==> src/rtl/lc3_decode_sequencer.sv <==
// LC-3 decode sequencer: FIFO-buffers fetched instructions and issues one per strobe to decode.
// Latency: push into empty FIFO to strobe is 2 cycles; fetch is stalled via instr_ready when full or flushing.
module lc3_decode_sequencer #(
    parameter int          DEPTH     = 4,
    parameter int          MEM_LAT   = 2,
    parameter logic [15:0] RESET_NPC = 16'h3000
) (
    input  logic        clock,
    input  logic        reset,
    input  logic        instr_valid,
    input  logic [15:0] instr_data,
    input  logic [15:0] instr_npc,
    output logic        instr_ready,
    input  logic [3:0]  psr_in,
    input  logic        br_resolve,
    input  logic        br_taken,
    output logic        enable_decode,
    output logic [15:0] dout,
    output logic [15:0] npc_in,
    output logic [3:0]  psr,
    output logic        busy
);

    localparam int AW = $clog2(DEPTH);
    localparam int CW = $clog2(2 * MEM_LAT + 1);
    localparam logic [AW:0]   FULL_CNT = (AW + 1)'(DEPTH);
    localparam logic [CW-1:0] LAT_MEM  = CW'(MEM_LAT);
    localparam logic [CW-1:0] LAT_IND  = CW'(2 * MEM_LAT);

    typedef enum logic [1:0] {
        S_IDLE,
        S_MEM_WAIT,
        S_BR_WAIT
    } state_t;

    logic [31:0]   r_mem [DEPTH];
    logic [AW-1:0] r_wr_ptr;
    logic [AW-1:0] r_rd_ptr;
    logic [AW:0]   r_count;
    state_t        r_state;
    state_t        w_state_nxt;
    logic [CW-1:0] r_cnt;
    logic [CW-1:0] w_cnt_nxt;
    logic          w_push;
    logic          w_pop;
    logic          w_flush;
    logic          w_nonempty;
    logic [31:0]   w_head;
    logic [3:0]    w_op;

    logic          r_enable_decode;
    logic [15:0]   r_dout;
    logic [15:0]   r_npc_in;
    logic [3:0]    r_psr;

    assign w_nonempty  = (r_count != '0);
    assign instr_ready = (r_count < FULL_CNT) && !(br_resolve && br_taken);
    assign w_push      = instr_valid && instr_ready;
    assign w_head      = r_mem[r_rd_ptr];
    assign w_op        = w_head[31:28];

    always_comb begin
        w_state_nxt = r_state;
        w_cnt_nxt   = r_cnt;
        w_pop       = 1'b0;
        w_flush     = 1'b0;
        case (r_state)
            S_IDLE: begin
                w_pop = w_nonempty;
            end
            S_MEM_WAIT: begin
                // The last wait cycle doubles as an issue slot so the bubble count is exact.
                if (r_cnt == '0) begin
                    w_pop       = w_nonempty;
                    w_state_nxt = S_IDLE;
                end else begin
                    w_cnt_nxt = r_cnt - CW'(1);
                end
            end
            S_BR_WAIT: begin
                if (br_resolve) begin
                    w_state_nxt = S_IDLE;
                    w_flush     = br_taken;
                end
            end
            default: w_state_nxt = S_IDLE;
        endcase

        if (w_pop) begin
            case (w_op)
                4'b0010, 4'b0110, 4'b0011, 4'b0111: begin
                    w_state_nxt = S_MEM_WAIT;
                    w_cnt_nxt   = LAT_MEM;
                end
                4'b1010, 4'b1011: begin
                    w_state_nxt = S_MEM_WAIT;
                    w_cnt_nxt   = LAT_IND;
                end
                4'b0000, 4'b1100, 4'b0100, 4'b1111: begin
                    w_state_nxt = S_BR_WAIT;
                end
                default: w_state_nxt = S_IDLE;
            endcase
        end
    end

    always_ff @(posedge clock or negedge reset) begin
        if (!reset) begin
            r_state <= S_IDLE;
            r_cnt   <= '0;
        end else begin
            r_state <= w_state_nxt;
            r_cnt   <= w_cnt_nxt;
        end
    end

    always_ff @(posedge clock) begin
        if (w_push && !w_flush) begin
            r_mem[r_wr_ptr] <= {instr_data, instr_npc};
        end
    end

    always_ff @(posedge clock or negedge reset) begin
        if (!reset) begin
            r_wr_ptr <= '0;
            r_rd_ptr <= '0;
            r_count  <= '0;
        end else if (w_flush) begin
            r_wr_ptr <= '0;
            r_rd_ptr <= '0;
            r_count  <= '0;
        end else begin
            if (w_push) begin
                r_wr_ptr <= r_wr_ptr + AW'(1);
            end
            if (w_pop) begin
                r_rd_ptr <= r_rd_ptr + AW'(1);
            end
            case ({w_push, w_pop})
                2'b10:   r_count <= r_count + (AW + 1)'(1);
                2'b01:   r_count <= r_count - (AW + 1)'(1);
                default: r_count <= r_count;
            endcase
        end
    end

    always_ff @(posedge clock or negedge reset) begin
        if (!reset) begin
            r_enable_decode <= 1'b0;
            r_dout          <= 16'h0000;
            r_npc_in        <= RESET_NPC;
            r_psr           <= 4'h0;
        end else begin
            r_enable_decode <= w_pop;
            if (w_pop) begin
                r_dout   <= w_head[31:16];
                r_npc_in <= w_head[15:0];
                r_psr    <= psr_in;
            end
        end
    end

    assign enable_decode = r_enable_decode;
    assign dout          = r_dout;
    assign npc_in        = r_npc_in;
    assign psr           = r_psr;
    assign busy          = (r_state != S_IDLE) || w_nonempty;

endmodule

==> config.mk <==
export PLATFORM = sky130hd
export DESIGN_NAME = lc3_decode_sequencer
export DESIGN_NICKNAME = d
export VERILOG_FILES = /design/src/rtl/lc3_decode_sequencer.sv
export SDC_FILE = /design/constraint.sdc
export NUM_CORES = 1
export LEC_CHECK = 0
export CORE_MARGIN = 2
export CORE_UTILIZATION = 50
export DETAILED_ROUTE_END_ITERATION = 7
export GPL_TIMING_DRIVEN = 0
export PLACE_DENSITY = 0.77
export SLEW_MARGIN = 30
export SYNTH_ARGS = -nofsm -noshare
export SYNTH_HDL_FRONTEND = slang
export SYNTH_SLANG_ARGS = --single-unit
==> constraint.sdc <==
create_clock -name clock -period 2.4 [get_ports clock]
set_input_delay 0.6 -clock clock [delete_from_list [all_inputs] [get_ports clock]]
set_output_delay 0.6 -clock clock [all_outputs]
set_load 0.005 [all_outputs]
# Yosys cells after proc, flatten, opt, wreduce, memory -nomap -nowiden
# Memory sizes are Yosys's and may differ from the RTL's.
# Index checks and enable logic that the tools add are counted.
[word_totals]
regBits = 49
mem_bits_rw = 128
in_bits = 41
out_inout_bits = 39
word_cells = 73
n_memories = 1
[classes]
n_addsub = 5
order_cmp = 1
n_eq_ne = 16
mux = 21
n_reduce_logical = 20
[mem_list]
columns = ["memory", "depth", "width", "rd", "rd_clocked_by_memory_dff", "wr", "line", "text"]
rows = [
  ["r_mem", 4, 32, 1, 0, 1, "36", "logic [31:0] r_mem [DEPTH];"],
]
[ops]
columns = ["cell", "count"]
rows = [
  ["$eq A4 B4 Y1 const B", 4],
  ["$mux W2", 7],
  ["$eq A4 B3 Y1 const B", 3],
  ["$mux W3", 4],
  ["$pmux W3 S2", 2],
  ["$eq A4 B2 Y1 const B", 2],
  ["$reduce_or A4 Y1", 2],
  ["$ne A3 B3 Y1 const B", 2],
  ["$pmux W2 S3", 1],
  ["$reduce_bool A2 Y1", 3],
  ["$reduce_bool A3 Y1", 2],
  ["$reduce_or A6 Y1", 1],
  ["$sub A3 B1 Y3 const B", 2],
  ["$mux W1", 5],
  ["$add A2 B1 Y2 const B", 2],
  ["$eq A2 B1 Y1 const B", 2],
  ["$eq A2 B2 Y1 const B", 2],
  ["$logic_and A1 B1 Y1", 4],
  ["$logic_not A4 Y1", 1],
  ["$pmux W2 S2", 1],
  ["$add A3 B1 Y3 const B", 1],
  ["$logic_not A3 Y1", 1],
  ["$lt A3 B3 Y1 const B", 1],
  ["$reduce_and A3 Y1", 1],
  ["6 further kinds", 7],
]

# Logic depth before layout (Yosys ltp)
[depth]
word_depth = 7
ltp_mapped = 8
ltp_nobuf = 8

# Worst setup path after synthesis
# OpenSTA, ideal clock, no wires.
[synth_path]
path_kind = "input to register"
from = "input port br_resolve"
to = "register r_count[2]"
setup_ps = 126
t_arrival_ps = 2133
required_time_ps = 2274
slack_ps = 141
stages = 6
n_path_buf = 0
path_cell_list = "a21oi_1 > nand2_1 > and2_1 > fa_1 > xnor2_1 > a221o_1"
[synth_between]
elab_chain_cells = 7
word_cells_on_any_way = 11
classes_between = "eq/ne (2); mux (4); reduce/logical (5)"
[synth_lines]
columns = ["element", "line", "text"]
rows = [
  ["from (decl)", "15", "input logic br_resolve,"],
  ["$logic_and A1 B1 Y1", "57", "assign instr_ready = (r_count < FULL_CNT) && !(br_resolve && br_taken);"],
  ["$logic_not A1 Y1", "57", ""],
  ["$logic_and A1 B1 Y1", "57", ""],
  ["$logic_and A1 B1 Y1", "58", "assign w_push = instr_valid && instr_ready;"],
  ["$eq A2 B1 Y1 or $eq A2 B2 Y1 (tied branches)", "139", "case ({w_push, w_pop})"],
  ["$pmux W3 S2", "139", ""],
  ["$mux W3", "128", "end else if (w_flush) begin"],
  ["to (signal assigned)", "140", "2'b10: r_count <= r_count + (AW + 1)'(1);"],
  ["to (signal assigned)", "141", "2'b01: r_count <= r_count - (AW + 1)'(1);"],
  ["to (signal assigned)", "142", "default: r_count <= r_count;"],
  ["to (decl)", "39", "logic [AW:0] r_count;"],
]
# Parallel ways exist; a longest one is shown, timed or not.
# A chain may end at the register's enable or synchronous reset.

# Worst setup path in the final report
[layout_path]
from = "register r_count[2]"
to = "output port busy"
[layout_between]
elab_chain_cells = 2
[layout_lines]
columns = ["element", "line", "text"]
rows = [
  ["$reduce_bool A3 Y1", "56", "assign w_nonempty = (r_count != '0);"],
  ["$logic_or A1 B1 Y1", "167", "assign busy = (r_state != S_IDLE) || w_nonempty;"],
  ["to (decl)", "21", "output logic busy"],
]
# No other way between the ends.

==> run summary <==
r2r worst-path depth: 7
NumNets Final: 483
Crit. End Element: output port
area of the multi-input gates: 1600 um^2
max-cap violations: 0
worst vdd ir: 0.787 mV
Synthesized Nets: 374
Req. time, crit path: 1.80 ns
fin area: 8530 um^2
Post-route DRC: 0
Ys Warns: 0
crit path cell chain: nor3_4 -> nand3_1 -> clkdlybuf4s50_1
Max H-tree Level: 4
first-pass GRT wire length: 19,300 um
initial antenna violation count: 0
Max Clock Freq: 0.436 GHz
Main synth FF type: edfxtp_1
total track usage: 0.185
register area: 5070 um^2
crit path DAT: 1.69 ns
status: finished, final reports clean
cell with the most instances after synthesis: edfxtp_1
CTS tree: done
vias: 3,376
Max Slew Vio Count: 0
DR WL/cell: 19.8 um
final non-filler cell total: 624
Area contributors post-synth: edfxtp_1, dfrtp_1, mux4_2
placed cell area: 7870 um^2
Clock transition at path regs: 0.06 ns
Fillers: 942
Hold WC Path Type: in -> async
Mapped Cells: 326
WP buf/inv: 1
Die Width: 120 um
largest net degree at the start of global routing: 34
crit-path max FO: 5
grt ovf: 0
Synth-to-Final Area Change: 26.2%
Least-Margin Pin Slew: 0.683 ns
WL final: 12,300 um
Starting Density: 0.510
post-synthesis sequential area ratio: 0.750
# rows: 42
Crit path depth: 3
DRT iter0 DRCs: 246
DIE AREA: 14,500 um^2
share of cells above drive strength 1: 0.286
Detail Route Antenna Nets: 0
I/O pin total: 80
root buffer cell: clkbuf_16
CP max stage delay: 0.46 ns
CTS Sinks: 177
worst skew pair latency: 0.43 ns
post-layout util: 0.644
crit-path leading delay family: flip-flops
vias in the first global route: 3,681
Synth cell types: 40
input/output buffers: 79
Rel. slew slack: 0.544
hold_buf cts: 0
unrepaired setup endpoints after global routing: no
crit share post-route: 0.956
Core ar.: 13,200 um^2
slowest CP cell: dfrtp_1
top post-synthesis cells by count: edfxtp_1, dfrtp_1, mux2_2, mux4_2, inv_1
EDFF count, synth: 128
placed cells: 586
Leakage Power: 3.04 nW
flop2flop setup slack: 0.24 ns
clock skew: 0.00628 ns
routed vias/inst: 5.41
Synth Register Bits: 177
top cell type by total area after synthesis: edfxtp_1
Bufs on Longest Clock Path: 2
first-pass iteration count of the detailed router: 4
ys async rst share: 0.277
GPL Wtd Cong: 0.754
Ant. Diodes: 0
number of buffers created by CTS: 17
Startpoint Class: flip-flop
Setup TNS: 0 ns
Avg Cell Area, Syn: 20.7 um^2
hpwl dp: 7820 um
die height: 120 um
Final setup viols: 0
Power Density: 1280 nW/um^2
mapped cell area: 6760 um^2
Final Hold Fails: 0
critical path class: reg -> out
Final min period: 2.29 ns
share of the synthesized area in the top cell type: 0.569
[logic make-up (layout without fill, tap and decap cells)]
logic type,Yosys count,in the layout,share of synthesized area
AOI/OAI and AO/OA,15,15,0.0180
xor gates and xnor gates,5,5,0.00648
adders and majority gates,7,7,0.0141
buffers and inverters,21,143,0.0152
DFF,177,177,0.750
muxes,72,72,0.173
and+or+nand+nor,29,29,0.0231
[report_power, final]
group,internal [W],switching [W]
Clock,0.00172,0.00109
Sequential,0.00400,0.000347
Combinational,0.00222,0.00156
Total,0.00794,0.00300
[path summary, 6_finish.rpt]
| kind | from | endpoint |
|---|---|---|
| max in group asynchronous | reset | npc_in[12]$_DFFE_PN1P_ |
| min in group clock | psr[0]$_DFFE_PN0P_ | psr[0]$_DFFE_PN0P_ |
| max | r_count[2]$_DFFE_PN0P_ | busy |
| min reg2reg | psr[0]$_DFFE_PN0P_ | psr[0]$_DFFE_PN0P_ |
| min | reset | r_cnt[2]$_DFF_PN0_ |
| max reg2reg | r_count[2]$_DFFE_PN0P_ | r_count[2]$_DFFE_PN0P_ |
[metal layers]
layer / part of all wire / track usage
met3: 0.051 / 0.0557
met5: 0 / 0
met1: 0.41 / 0.221
met4: 0.020 / 0.0785
met2: 0.52 / 0.313
[registers in the layout, summed over array words and instances, names as in the netlist]
register	flops
dout	16
enable_decode	1
npc_in	16
psr	4
r_cnt	3
r_count	3
r_mem	128
r_rd_ptr	2
r_state	2
r_wr_ptr	2
[final cells by class]
type	count	area share
flip-flops and latches	177	0.595
multi-input cells	128	0.188
repair buffers	90	0.109
clock buffers	19	0.0508
well taps	176	0.0258
clock inverters	13	0.0194
plain buffers	12	0.00807
inverters	9	0.00396
[layout by cell type (no fill, tap or decap), drive strengths merged, types with 3 or more instances in the layout]
cell,Yosys,routed
clkdlybuf4s50,0,76
and3,4,4
dfrtp,47,47
mux4,32,32
mux2,37,37
clkinv,0,8
mux2i,3,3
bufinv,0,4
ha,6,6
a21oi,3,3
inv,9,10
nand2,6,6
nor3,3,3
xnor2,4,4
buf,9,21
nor2,6,6
edfxtp,128,128
clkbuf,3,22
[per-stage QoR]
step                setup WS [ns]  hold WS, ns  total power, W
finish                      0.105       0.0266          0.0109
global route               0.0320       0.0331          0.0115
CTS                        0.0136       0.0207          0.0110
detailed placement         -0.546        0.484         0.00813
global placement           -0.995        0.488         0.00793
floorplan                   0.141        0.304         0.00668
[repair_timing]
item,4_1_cts,5_1_grt
endpoints found under the setup margin,3,3
pin swaps,2,2
gates cloned,0,0
gates resized for setup,5,0
buffers inserted,2,4
Power figures use the tool's default switching activity.
